`src/rtl/mmcm_drp_reconfig.sv`:
```
// mmcm_drp_reconfig
// Applies a queued batch of read-modify-write updates to MMCM DRP registers.
// The MMCM is held in reset for the whole batch. It is then released, and the
// block waits for LOCKED before it reports completion.
//
// Ports
//   clk_in1              sole clock (the DRP DCLK uses the same net)
//   reset                synchronous, active-high
//   wr_valid/wr_ready    queue-write handshake; wr_addr/wr_data/wr_mask give the entry
//                        (a mask bit of 1 keeps the current register bit)
//   commit               single-cycle request to run the queued batch
//   busy, done, err      status: done is a one-cycle pulse; err is 0 ok,
//                        1 drdy timeout, 2 lock timeout; err holds until the
//                        next accepted commit
//   mmcm_rst             MMCM RST
//   daddr/di/den/dwe     DRP request;  drp_do/drdy  DRP response
//   locked               MMCM LOCKED
//   dbg_state            current FSM state, for observation only
//
// Handshake: an entry transfers on a rising edge where wr_valid & wr_ready are
// both 1. wr_ready never depends on wr_valid. The source holds the entry
// stable until that edge.
module mmcm_drp_reconfig #(
  parameter int DEPTH        = 4,
  parameter int DRDY_TIMEOUT = 64,
  parameter int LOCK_TIMEOUT = 65535
) (
  input  logic        clk_in1,
  input  logic        reset,
  input  logic        wr_valid,
  output logic        wr_ready,
  input  logic [6:0]  wr_addr,
  input  logic [15:0] wr_data,
  input  logic [15:0] wr_mask,
  input  logic        commit,
  output logic        busy,
  output logic        done,
  output logic [1:0]  err,
  output logic        mmcm_rst,
  output logic [6:0]  daddr,
  output logic [15:0] di,
  output logic        den,
  output logic        dwe,
  input  logic [15:0] drp_do,
  input  logic        drdy,
  input  logic        locked,
  output logic [3:0]  dbg_state
);

  localparam int PW      = (DEPTH > 1) ? $clog2(DEPTH) : 1;
  localparam int CNT_MAX = (DRDY_TIMEOUT > LOCK_TIMEOUT) ? DRDY_TIMEOUT : LOCK_TIMEOUT;
  localparam int CW      = $clog2(CNT_MAX + 1);

  typedef enum logic [3:0] {
    S_IDLE, S_RST_ON, S_RD_REQ, S_RD_WAIT, S_WR_REQ,
    S_WR_WAIT, S_RELEASE, S_LOCK_WAIT, S_FINISH
  } state_t;

  state_t r_state, w_next_state;

  // Write queue
  logic [6:0]  r_q_addr [DEPTH];
  logic [15:0] r_q_data [DEPTH];
  logic [15:0] r_q_mask [DEPTH];
  logic [PW-1:0] r_wr_ptr, r_rd_ptr;
  logic [PW:0]   r_count;

  logic [CW-1:0] r_cnt;
  logic [15:0]   r_rd_data;
  logic [6:0]    r_daddr_q;
  logic [15:0]   r_di_q;
  logic [1:0]    r_err;

  logic w_full, w_push, w_pop, w_drdy_to, w_lock_to, w_in_drp_wait;
  logic [6:0]  w_head_addr;
  logic [15:0] w_head_data, w_head_mask, w_wr_val;

  assign w_full      = (r_count == (PW+1)'(DEPTH));
  assign wr_ready    = !busy && !w_full;
  assign w_push      = wr_valid && wr_ready;
  assign w_pop       = (r_state == S_WR_WAIT) && drdy;
  assign w_head_addr = r_q_addr[r_rd_ptr];
  assign w_head_data = r_q_data[r_rd_ptr];
  assign w_head_mask = r_q_mask[r_rd_ptr];
  assign w_wr_val    = (r_rd_data & w_head_mask) | (w_head_data & ~w_head_mask);

  assign w_in_drp_wait = (r_state == S_RD_WAIT) || (r_state == S_WR_WAIT);
  assign w_drdy_to     = w_in_drp_wait && !drdy && (r_cnt == CW'(DRDY_TIMEOUT - 1));
  assign w_lock_to     = (r_state == S_LOCK_WAIT) && !locked &&
                         (r_cnt == CW'(LOCK_TIMEOUT - 1));
  assign err           = r_err;
  assign dbg_state     = r_state;

  // Queue storage. It has no reset because only the pointers define its contents.
  always_ff @(posedge clk_in1) begin
    if (w_push) begin
      r_q_addr[r_wr_ptr] <= wr_addr;
      r_q_data[r_wr_ptr] <= wr_data;
      r_q_mask[r_wr_ptr] <= wr_mask;
    end
  end

  // Queue pointers. A push happens only while idle and a pop only while busy,
  // so the two never occur in the same cycle.
  always_ff @(posedge clk_in1) begin
    if (reset) begin
      r_wr_ptr <= '0;
      r_rd_ptr <= '0;
      r_count  <= '0;
    end else if (w_drdy_to) begin
      r_rd_ptr <= r_wr_ptr;
      r_count  <= '0;
    end else if (w_push) begin
      r_wr_ptr <= r_wr_ptr + PW'(1);
      r_count  <= r_count + (PW+1)'(1);
    end else if (w_pop) begin
      r_rd_ptr <= r_rd_ptr + PW'(1);
      r_count  <= r_count - (PW+1)'(1);
    end
  end

  // FSM state register
  always_ff @(posedge clk_in1) begin
    if (reset) r_state <= S_IDLE;
    else       r_state <= w_next_state;
  end

  // FSM next-state logic
  always_comb begin
    w_next_state = r_state;
    case (r_state)
      S_IDLE:      if (commit) w_next_state = ((r_count != '0) || w_push) ? S_RST_ON : S_FINISH;
      S_RST_ON:    w_next_state = S_RD_REQ;
      S_RD_REQ:    w_next_state = S_RD_WAIT;
      S_RD_WAIT:   if (drdy) w_next_state = S_WR_REQ;
                   else if (w_drdy_to) w_next_state = S_RELEASE;
      S_WR_REQ:    w_next_state = S_WR_WAIT;
      S_WR_WAIT:   if (drdy) w_next_state = (r_count > (PW+1)'(1)) ? S_RD_REQ : S_RELEASE;
                   else if (w_drdy_to) w_next_state = S_RELEASE;
      S_RELEASE:   w_next_state = S_LOCK_WAIT;
      S_LOCK_WAIT: if (locked || w_lock_to) w_next_state = S_FINISH;
      S_FINISH:    w_next_state = S_IDLE;
      default:     w_next_state = S_IDLE;
    endcase
  end

  // FSM outputs
  always_comb begin
    busy     = (r_state != S_IDLE);
    done     = 1'b0;
    mmcm_rst = 1'b0;
    den      = 1'b0;
    dwe      = 1'b0;
    daddr    = r_daddr_q;
    di       = r_di_q;
    case (r_state)
      S_RST_ON, S_RD_WAIT, S_WR_WAIT: mmcm_rst = 1'b1;
      S_RD_REQ: begin
        mmcm_rst = 1'b1;
        den      = 1'b1;
        daddr    = w_head_addr;
      end
      S_WR_REQ: begin
        mmcm_rst = 1'b1;
        den      = 1'b1;
        dwe      = 1'b1;
        daddr    = w_head_addr;
        di       = w_wr_val;
      end
      S_FINISH: done = 1'b1;
      default: ;
    endcase
  end

  // Wait counter. It clears on every state change. The one exception is
  // RELEASE -> LOCK_WAIT: the lock timeout counts from the cycle the MMCM
  // reset is released, not from the first cycle of LOCK_WAIT.
  always_ff @(posedge clk_in1) begin
    if (reset) r_cnt <= '0;
    else if ((r_state != w_next_state) && (r_state != S_RELEASE)) r_cnt <= '0;
    else r_cnt <= r_cnt + CW'(1);
  end

  // Read capture, held copies of the DRP address/data, and error status
  always_ff @(posedge clk_in1) begin
    if (reset) begin
      r_rd_data <= '0;
      r_daddr_q <= '0;
      r_di_q    <= '0;
      r_err     <= 2'd0;
    end else begin
      if ((r_state == S_RD_WAIT) && drdy) r_rd_data <= drp_do;
      if (den) r_daddr_q <= w_head_addr;
      if (r_state == S_WR_REQ) r_di_q <= w_wr_val;
      if ((r_state == S_IDLE) && commit) r_err <= 2'd0;
      else if (w_drdy_to) r_err <= 2'd1;
      else if (w_lock_to && (r_err != 2'd1)) r_err <= 2'd2;
    end
  end

endmodule
```
`config.mk`:
```
export PLATFORM = sky130hd
export DESIGN_NAME = mmcm_drp_reconfig
export DESIGN_NICKNAME = d
export VERILOG_FILES = /design/src/rtl/mmcm_drp_reconfig.sv
export SDC_FILE = /design/constraint.sdc
export NUM_CORES = 1
export LEC_CHECK = 0
export CAP_MARGIN = 25
export CELL_PAD_IN_SITES_DETAIL_PLACEMENT = 1
export CELL_PAD_IN_SITES_GLOBAL_PLACEMENT = 1
export CORE_MARGIN = 2
export CORE_UTILIZATION = 45
export DETAILED_ROUTE_END_ITERATION = 12
export PLACE_DENSITY = 0.85
export REMOVE_ABC_BUFFERS = 1
export SLEW_MARGIN = 5
export SYNTH_ARGS = -nofsm -noshare
export SYNTH_HDL_FRONTEND = slang
export SYNTH_SLANG_ARGS = --single-unit
```
`constraint.sdc`:
```
create_clock -name clk_in1 -period 8.1 [get_ports clk_in1]
set_input_delay 2.025 -clock clk_in1 [delete_from_list [all_inputs] [get_ports clk_in1]]
set_output_delay 2.025 -clock clk_in1 [all_outputs]
set_load 0.005 [all_outputs]
```
==> metrics.txt, run 1 <==
# TYPE chip_impl_metric gauge
chip_impl_info{name="run_status",value="finished, final reports clean"} 1
chip_impl_metric{name="cts-root-to-sink-buffers",unit=""} 3
chip_impl_metric{name="wl_per_instance",unit="um"} 22.1
chip_impl_metric{name="drt_drc_violations_left",unit=""} 0
chip_impl_metric{name="vdd_drop_max",unit="uV"} 203
chip_impl_metric{name="floorplan.core_area",unit="mm2"} 0.0202
chip_impl_metric{name="worstPathRequired",unit="ns"} 6.08
chip_impl_metric{name="grt.overflow.total",unit=""} 0
chip_impl_metric{name="yosysSeqAreaShare",unit=""} 0.660
chip_impl_metric{name="die_h",unit="um"} 147
chip_impl_info{name="r2r_start",value="dbg_state[1]"} 1
chip_impl_metric{name="hold_viol",unit=""} 0
chip_impl_metric{name="finalSetupViolCount",unit=""} 0
chip_impl_metric{name="global_route.usage.total",unit=""} 0.211
chip_impl_info{name="setup_repair_after_global_routing_missed_its_margin",value="no"} 1
chip_impl_metric{name="die_x",unit="um"} 147
chip_impl_metric{name="antenna_violations_before_repair",unit=""} 1
chip_impl_metric{name="p_per_area",unit="mW/mm2"} 247
chip_impl_info{name="timing.critical_path.cells",value="or4b_2 > inv_1 > a31oi_1 > clkdlybuf4s50_1"} 1
chip_impl_metric{name="fmax",unit="GHz"} 0.182
chip_impl_metric{name="detailedRoute.firstIterationViolations",unit=""} 364
chip_impl_info{name="worst_setup_path_end_kind",value="output port"} 1
chip_impl_metric{name="post_synth_arst_share",unit=""} 0
chip_impl_metric{name="fin_cells",unit=""} 1044
chip_impl_metric{name="postRouteAntennaNets",unit=""} 0
chip_impl_metric{name="insertedDiodeCount",unit=""} 0
chip_impl_metric{name="detailroute.via_count",unit=""} 5909
chip_impl_metric{name="skew",unit="ns"} 0.0193
chip_impl_metric{name="cts_hold_buffers",unit=""} 0
chip_impl_metric{name="dpl.cell_count",unit=""} 996
chip_impl_metric{name="stdcell_area",unit="mm2"} 0.0112
chip_impl_info{name="critPathKind",value="register to output port"} 1
chip_impl_metric{name="max_cap_viol_count",unit=""} 0
chip_impl_metric{name="cts_htree_levels",unit=""} 1
chip_impl_metric{name="max_slew_margin_vs_limit",unit=""} 0.346
chip_impl_metric{name="clkLatencyLatePin",unit="ns"} 0.52
chip_impl_metric{name="tritoncts_num_sinks",unit=""} 226
chip_impl_metric{name="drtPass1Iterations",unit=""} 5
chip_impl_metric{name="rrSetupSlack",unit="ns"} 5.03
chip_impl_info{name="timing.critical_path.to",value="di[13]"} 1
chip_impl_info{name="timing.hold.worst.class",value="register to register"} 1
chip_impl_metric{name="cts_post_setup_buffers_inserted",unit=""} 0
chip_impl_metric{name="slowest_delay",unit="ns"} 1.05
chip_impl_metric{name="final_nets",unit=""} 826
chip_impl_metric{name="post_dp_cell_area",unit="mm2"} 0.0104
chip_impl_metric{name="grt_first_pass_wirelength",unit="um"} 35900
chip_impl_metric{name="clkTransAtPathRegs",unit="ns"} 0.06
chip_impl_metric{name="finalMaxSlewViolations",unit=""} 0
chip_impl_metric{name="critical_path.max_fanout",unit=""} 22
chip_impl_metric{name="setup-tns-final",unit="ns"} 0
chip_impl_metric{name="post_cts_sizing",unit=""} 0
chip_impl_metric{name="synth_cell_type_count",unit=""} 53
chip_impl_metric{name="filler_cell_count",unit=""} 1967
chip_impl_metric{name="largest_net_degree_at_the_start_of_global_routing",unit=""} 79
chip_impl_info{name="largest_cells_by_area_after_synthesis",value="sky130_fd_sc_hd__edfxtp_1 (51%), sky130_fd_sc_hd__dfxtp_1 (15%), sky130_fd_sc_hd__mux2i_1 (4.7%), sky130_fd_sc_hd__mux4_2 (2.9%), sky130_fd_sc_hd__nor2b_1 (2.3%)"} 1
chip_impl_metric{name="first_global_vias",unit=""} 6505
chip_impl_info{name="startpoint",value="dbg_state[1]"} 1
chip_impl_metric{name="gp_congestion",unit=""} 0.817
chip_impl_metric{name="cts_buffers",unit=""} 24
chip_impl_metric{name="post_route_cells_drive_above_1_share",unit=""} 0.119
chip_impl_metric{name="ys_ff_latch",unit=""} 226
chip_impl_metric{name="synth_edf_count",unit=""} 156
chip_impl_metric{name="io-pin-count",unit=""} 96
chip_impl_metric{name="total_leakage_power",unit="nW"} 3.59
chip_impl_metric{name="worst_r2r_path_depth",unit=""} 4
chip_impl_metric{name="placementRows",unit=""} 52
chip_impl_info{name="synth_largest_area_cell",value="sky130_fd_sc_hd__edfxtp_1"} 1
chip_impl_metric{name="synthesis.area_per_instance",unit="um2"} 13.9
chip_impl_metric{name="area_growth_syn_to_layout",unit="%"} 21.4
chip_impl_metric{name="timing.final.crit_share",unit=""} 0.678
chip_impl_info{name="critPathLaunchType",value="register"} 1
chip_impl_info{name="ys_dominant_reg_cell",value="sky130_fd_sc_hd__edfxtp_1"} 1
chip_impl_metric{name="synth.top_cell.area_share",unit=""} 0.508
chip_impl_metric{name="vias_per_cell",unit=""} 5.66
chip_impl_metric{name="timing.final.crit_period",unit="ns"} 5.49
chip_impl_info{name="critical-path-slowest-cell",value="sky130_fd_sc_hd__or4b_2"} 1
chip_impl_metric{name="io_buffers",unit=""} 95
chip_impl_metric{name="worstPathArrival",unit="ns"} 3.47
chip_impl_metric{name="fp.dieArea",unit="mm2"} 0.0216
chip_impl_info{name="cts-root-buf",value="sky130_fd_sc_hd__clkbuf_16"} 1
chip_impl_metric{name="initial_utilization",unit=""} 0.457
chip_impl_metric{name="worst-slew-pin-transition",unit="ns"} 0.982
chip_impl_metric{name="detailed_place_hpwl",unit="um"} 14600
chip_impl_info{name="reg2reg_to",value="r_q_mask[0][5]"} 1
chip_impl_metric{name="synthesis.instances",unit=""} 665
chip_impl_metric{name="ys.warnings.count",unit=""} 0
chip_impl_metric{name="routed_wl",unit="um"} 23100
chip_impl_info{name="tritoncts",value="built"} 1
chip_impl_metric{name="mappedNetlistArea",unit="mm2"} 0.00922
where the power goes:
part           total (mW)  switching (mW)  internal [mW]
clock network        1.02           0.436          0.589
registers            1.40          0.0533           1.34
logic               0.346           0.183          0.163
cells by family (layout without fill, tap and decap cells):
logic type                 after synthesis  in the layout  synth area share
muxes                                   62             62            0.0846
AOI/OAI and AO/OA                       91             91            0.0708
xor gates and xnor gates                15             15            0.0143
buffers and inverters                   52            161            0.0229
DFF                                    226            226             0.660
adders and majority gates                9              9            0.0122
and+or+nand+nor                        210            210             0.135
layer usage:
metal | vias to the layer above | routed length (um) | global-route usage
met5 | - | 13 | 0
met4 | 2 | 483 | 0.0553
met3 | 39 | 1250 | 0.0366
met2 | 175 | 12200 | 0.389
met1 | 2956 | 9200 | 0.256
li1 | 2737 | - | -
synthesized netlist by cell type, drive strengths merged, types with 9 or more instances:
master   count
edfxtp     156
dfxtp       70
nand2       47
mux2i       43
nor2b       34
clkbuf      28
or3         25
or3b        24
a21oi       23
o2111ai     22
nor4        17
inv         16
a31oi       14
mux4        12
nand3       12
nor2        10
ha           9
o21ai        9
state kept, by name (all words and copies together) (netlist names), named ones only:
name       count
r_q_data      64
r_q_mask      64
r_q_addr      28
r_cnt         16
r_di_q        16
r_rd_data     16
r_daddr_q      7
dbg_state      4
r_count        3
err            2
r_rd_ptr       2
r_wr_ptr       2
worst max-delay path, delay by kind of cell, from the launching register on:
kind | cells | cell delay, ns
buffers and inverters | 2 | 1.07
and+or+nand+nor | 1 | 1.05
DFF | 1 | 0.53
AOI/OAI and AO/OA | 1 | 0.30
worst min-delay path by stage:
stage | from | end | slack, ns | depth (start not counted)
CTS | r_rd_data[3] | r_rd_data[3] | 0.50 | 2
floorplan | r_rd_data[0] | r_rd_data[0] | 0.44 | 2
finish | r_cnt[0] | r_cnt[0] | 0.50 | 1
detailed placement | r_rd_data[15] | r_rd_data[15] | 0.47 | 2
global route | r_rd_data[12] | r_rd_data[12] | 0.51 | 2
global placement | r_rd_data[13] | r_rd_data[13] | 0.47 | 2
stage by stage:
step	utilization	setup slack (ns)	power, mW	hold WS, ns
global route	0.555	2.49	2.86	0.514
global placement	0.514	3.23	1.72	0.465
CTS	0.551	2.60	2.77	0.502
detailed placement	0.515	3.18	1.75	0.474
floorplan	-	3.28	1.57	0.443
finish	0.555	2.61	2.77	0.495
placed cells by master, fill, tap and decap left out, types with 10 or more instances in the layout:
master	instances
sky130_fd_sc_hd__clkbuf_1	11
sky130_fd_sc_hd__nand2_1	47
sky130_fd_sc_hd__or3b_2	24
sky130_fd_sc_hd__mux4_2	12
sky130_fd_sc_hd__a31oi_1	14
sky130_fd_sc_hd__nor2_1	10
sky130_fd_sc_hd__clkbuf_16	25
sky130_fd_sc_hd__a21oi_1	23
sky130_fd_sc_hd__nor2b_1	34
sky130_fd_sc_hd__o2111ai_1	22
sky130_fd_sc_hd__nand3_1	12
sky130_fd_sc_hd__mux2i_1	43
sky130_fd_sc_hd__or3_1	24
sky130_fd_sc_hd__nor4_1	17
sky130_fd_sc_hd__clkdlybuf4s50_1	94
sky130_fd_sc_hd__inv_1	16
sky130_fd_sc_hd__dfxtp_1	69
sky130_fd_sc_hd__edfxtp_1	156
area by class of cell:
cell class | instances | area, um2 | area share
Clock inverter | 6 | 38.8 | 0.00347
Tap cell | 270 | 338 | 0.0302
Multi-Input combinational cell | 387 | 2930 | 0.261
Clock buffer | 38 | 694 | 0.0620
Timing Repair Buffer | 101 | 1040 | 0.0933
Inverter | 16 | 60.1 | 0.00537
Sequential cell | 226 | 6090 | 0.544
Note: power is estimated with default switching activity, not from simulation.
==> run 2, diff against run 1 <==
- CORE_UTILIZATION: 45 -> 42
- PLACE_DENSITY: 0.85 -> 0.83
- clock period: 8.1 -> 4.5 ns (I/O delays scaled with it)
==> run 2 against run 1 <==
Register-to-register slack worse by 3.3 ns. Sequential power up 77%. Clock power increased by 110%. Clock skew fell by 0.0044 ns. Largest cell class unchanged. Setup slack got worse by 2.4 ns. Non-clock buffer count increased by 12. Routed wire length fell by 3.3%. First-iteration DRC count grew 5.8%. Total power rose by 90%. Design area grew 1.7%. Die area increased by 6.9%. Global-route usage shrank 1.9 points.
==> metrics.txt, run 2 (same netlist as run 1, synthesis figures left out) <==
# TYPE chip_impl_metric gauge
chip_impl_info{name="critPathLaunchType",value="register"} 1
chip_impl_metric{name="io_buffers",unit=""} 95
chip_impl_metric{name="die_x",unit="um"} 152
chip_impl_metric{name="dpl.cell_count",unit=""} 1022
chip_impl_info{name="worst_setup_path_end_kind",value="output port"} 1
chip_impl_metric{name="fin_cells",unit=""} 1066
chip_impl_metric{name="routed_wl",unit="um"} 22300
chip_impl_metric{name="slowest_delay",unit="ns"} 0.84
chip_impl_metric{name="insertedDiodeCount",unit=""} 0
chip_impl_info{name="setup_repair_after_global_routing_missed_its_margin",value="no"} 1
chip_impl_metric{name="drtPass1Iterations",unit=""} 4
chip_impl_info{name="timing.hold.worst.class",value="register to register"} 1
chip_impl_metric{name="stdcell_area",unit="mm2"} 0.0114
chip_impl_metric{name="cts-root-to-sink-buffers",unit=""} 3
chip_impl_metric{name="wl_per_instance",unit="um"} 21.0
chip_impl_metric{name="total_leakage_power",unit="nW"} 3.69
chip_impl_metric{name="post_dp_cell_area",unit="mm2"} 0.0105
chip_impl_metric{name="finalSetupViolCount",unit=""} 0
chip_impl_metric{name="antenna_violations_before_repair",unit=""} 1
chip_impl_metric{name="skew",unit="ns"} 0.0149
chip_impl_info{name="biggestRegsByFlops",value="r_q_data (64), r_q_mask (64), r_q_addr (28)"} 1
chip_impl_metric{name="io-pin-count",unit=""} 96
chip_impl_metric{name="max_slew_margin_vs_limit",unit=""} 0.438
chip_impl_metric{name="largest_net_degree_at_the_start_of_global_routing",unit=""} 40
chip_impl_info{name="timing.critical_path.cells",value="or4b_2 > buf_4 > nor2b_1 > a31oi_1 > clkdlybuf4s50_1"} 1
chip_impl_metric{name="die_h",unit="um"} 152
chip_impl_metric{name="fp.dieArea",unit="mm2"} 0.0232
chip_impl_metric{name="detailroute.via_count",unit=""} 5895
chip_impl_metric{name="area_growth_syn_to_layout",unit="%"} 23.4
chip_impl_metric{name="initial_utilization",unit=""} 0.425
chip_impl_metric{name="p_per_area",unit="mW/mm2"} 462
chip_impl_info{name="cts-root-buf",value="sky130_fd_sc_hd__clkbuf_16"} 1
chip_impl_info{name="run_status",value="finished, final reports clean"} 1
chip_impl_metric{name="post_route_cells_drive_above_1_share",unit=""} 0.142
chip_impl_info{name="critPathKind",value="register to output port"} 1
chip_impl_metric{name="floorplan.core_area",unit="mm2"} 0.0217
chip_impl_metric{name="grt.overflow.total",unit=""} 0
chip_impl_metric{name="drt_drc_violations_left",unit=""} 0
chip_impl_info{name="critical-path-slowest-cell",value="sky130_fd_sc_hd__or4b_2"} 1
chip_impl_metric{name="cts_buffers",unit=""} 24
chip_impl_metric{name="cts_htree_levels",unit=""} 1
chip_impl_metric{name="worstPathArrival",unit="ns"} 3.16
chip_impl_metric{name="fmax",unit="GHz"} 0.233
chip_impl_metric{name="postRouteAntennaNets",unit=""} 0
chip_impl_metric{name="detailed_place_hpwl",unit="um"} 14300
chip_impl_metric{name="max_cap_viol_count",unit=""} 0
chip_impl_metric{name="timing.final.crit_period",unit="ns"} 4.29
chip_impl_metric{name="worstPathRequired",unit="ns"} 3.38
chip_impl_metric{name="hold_viol",unit=""} 0
chip_impl_metric{name="vdd_drop_max",unit="uV"} 256
chip_impl_metric{name="tritoncts_num_sinks",unit=""} 226
chip_impl_info{name="commonest_non_fill_non_tap_cell_in_the_layout",value="sky130_fd_sc_hd__edfxtp_1"} 1
chip_impl_info{name="layout_common_cells",value="sky130_fd_sc_hd__edfxtp_1 (156), sky130_fd_sc_hd__clkdlybuf4s50_1 (94), sky130_fd_sc_hd__dfxtp_1 (69)"} 1
chip_impl_metric{name="hold-worst-slack",unit="ns"} 0.484
chip_impl_info{name="tritoncts",value="built"} 1
chip_impl_metric{name="min_path_cells",unit=""} 2
chip_impl_metric{name="finalMaxSlewViolations",unit=""} 0
chip_impl_metric{name="clkLatencyLatePin",unit="ns"} 0.52
chip_impl_metric{name="grt_first_pass_wirelength",unit="um"} 35400
chip_impl_metric{name="detailedRoute.firstIterationViolations",unit=""} 385
chip_impl_metric{name="gp_congestion",unit=""} 0.757
chip_impl_metric{name="placementRows",unit=""} 54
chip_impl_metric{name="critical_path.max_fanout",unit=""} 16
chip_impl_metric{name="setup-tns-final",unit="ns"} 0
chip_impl_metric{name="worst_r2r_path_depth",unit=""} 6
chip_impl_metric{name="global_route.usage.total",unit=""} 0.192
chip_impl_metric{name="timing.final.crit_share",unit=""} 0.953
chip_impl_metric{name="clkTransAtPathRegs",unit="ns"} 0.06
chip_impl_metric{name="cts_post_setup_buffers_inserted",unit=""} 0
chip_impl_metric{name="first_global_vias",unit=""} 6493
chip_impl_metric{name="vias_per_cell",unit=""} 5.53
chip_impl_metric{name="final_nets",unit=""} 838
chip_impl_metric{name="worst-slew-pin-transition",unit="ns"} 0.843
## run 2: cell types whose count changed in the layout (fill, tap and decap cells not counted), sizes merged
cell      before  now
clkinv         5    7
bufinv         0    5
buf            7   19
clkinvlp       1    4
clkbuf        38   29
inv           16   15
## run 2: per-layer routing
layer / vias up / routed length, um / GRT usage
li1: 2759 / - / -
met1: 2948 / 9370 / 0.246
met2: 144 / 11300 / 0.335
met3: 42 / 1140 / 0.0347
met4: 2 / 499 / 0.0547
met5: - / 14 / 0
## run 2: worst max-delay path: cells and delay by family (launching register included)
family / cells / cell delay [ns]
compound gates: 1 / 0.21
flops: 1 / 0.65
buf+inv: 2 / 0.81
simple gates: 2 / 0.99
## run 2: final timing paths
| kind | from | end | slack (ns) |
|---|---|---|---|
| worst max-delay path | dbg_state[2] | di[13] | 0.21 |
| worst max register to register | r_count[0] | r_cnt[14] | 1.74 |
| worst min-delay path | r_rd_data[15] | r_rd_data[15] | 0.48 |
| worst min register to register | r_rd_data[15] | r_rd_data[15] | 0.48 |
## run 2: final cells by class
type | count | area [um2]
Sequential cell | 226 | 6090
Timing Repair Buffer | 113 | 1080
Clock buffer | 29 | 651
Fill cell | 2121 | 10300
Tap cell | 280 | 350
Clock inverter | 15 | 216
Inverter | 16 | 63.8
Multi-Input combinational cell | 387 | 2930
## run 2: where the power goes
group	internal, mW	leakage, nW	total [mW]	switching [mW]
Clock	1.32	0.413	2.13	0.806
Sequential	2.42	1.99	2.48	0.0678
Combinational	0.296	1.28	0.646	0.350
Total	4.03	3.69	5.26	1.22
## run 2: what timing repair did
| item | CTS | global route |
|---|---|---|
| resized for setup | 0 | 1 |
| endpoints found under the setup margin | 0 | 1 |
| hold buffers | 0 | 0 |
## run 2: per-stage QoR
stage / worst slack (ns) / power [mW] / util
4_1_cts: 0.0471 / 5.31 / 0.524
6_report: 0.212 / 5.26 / 0.525
3_5_place_dp: 0.613 / 3.17 / 0.484
5_1_grt: 0.0806 / 5.45 / 0.525
3_3_place_gp: 0.648 / 3.14 / 0.484
2_1_floorplan: 0.576 / 2.83 / -
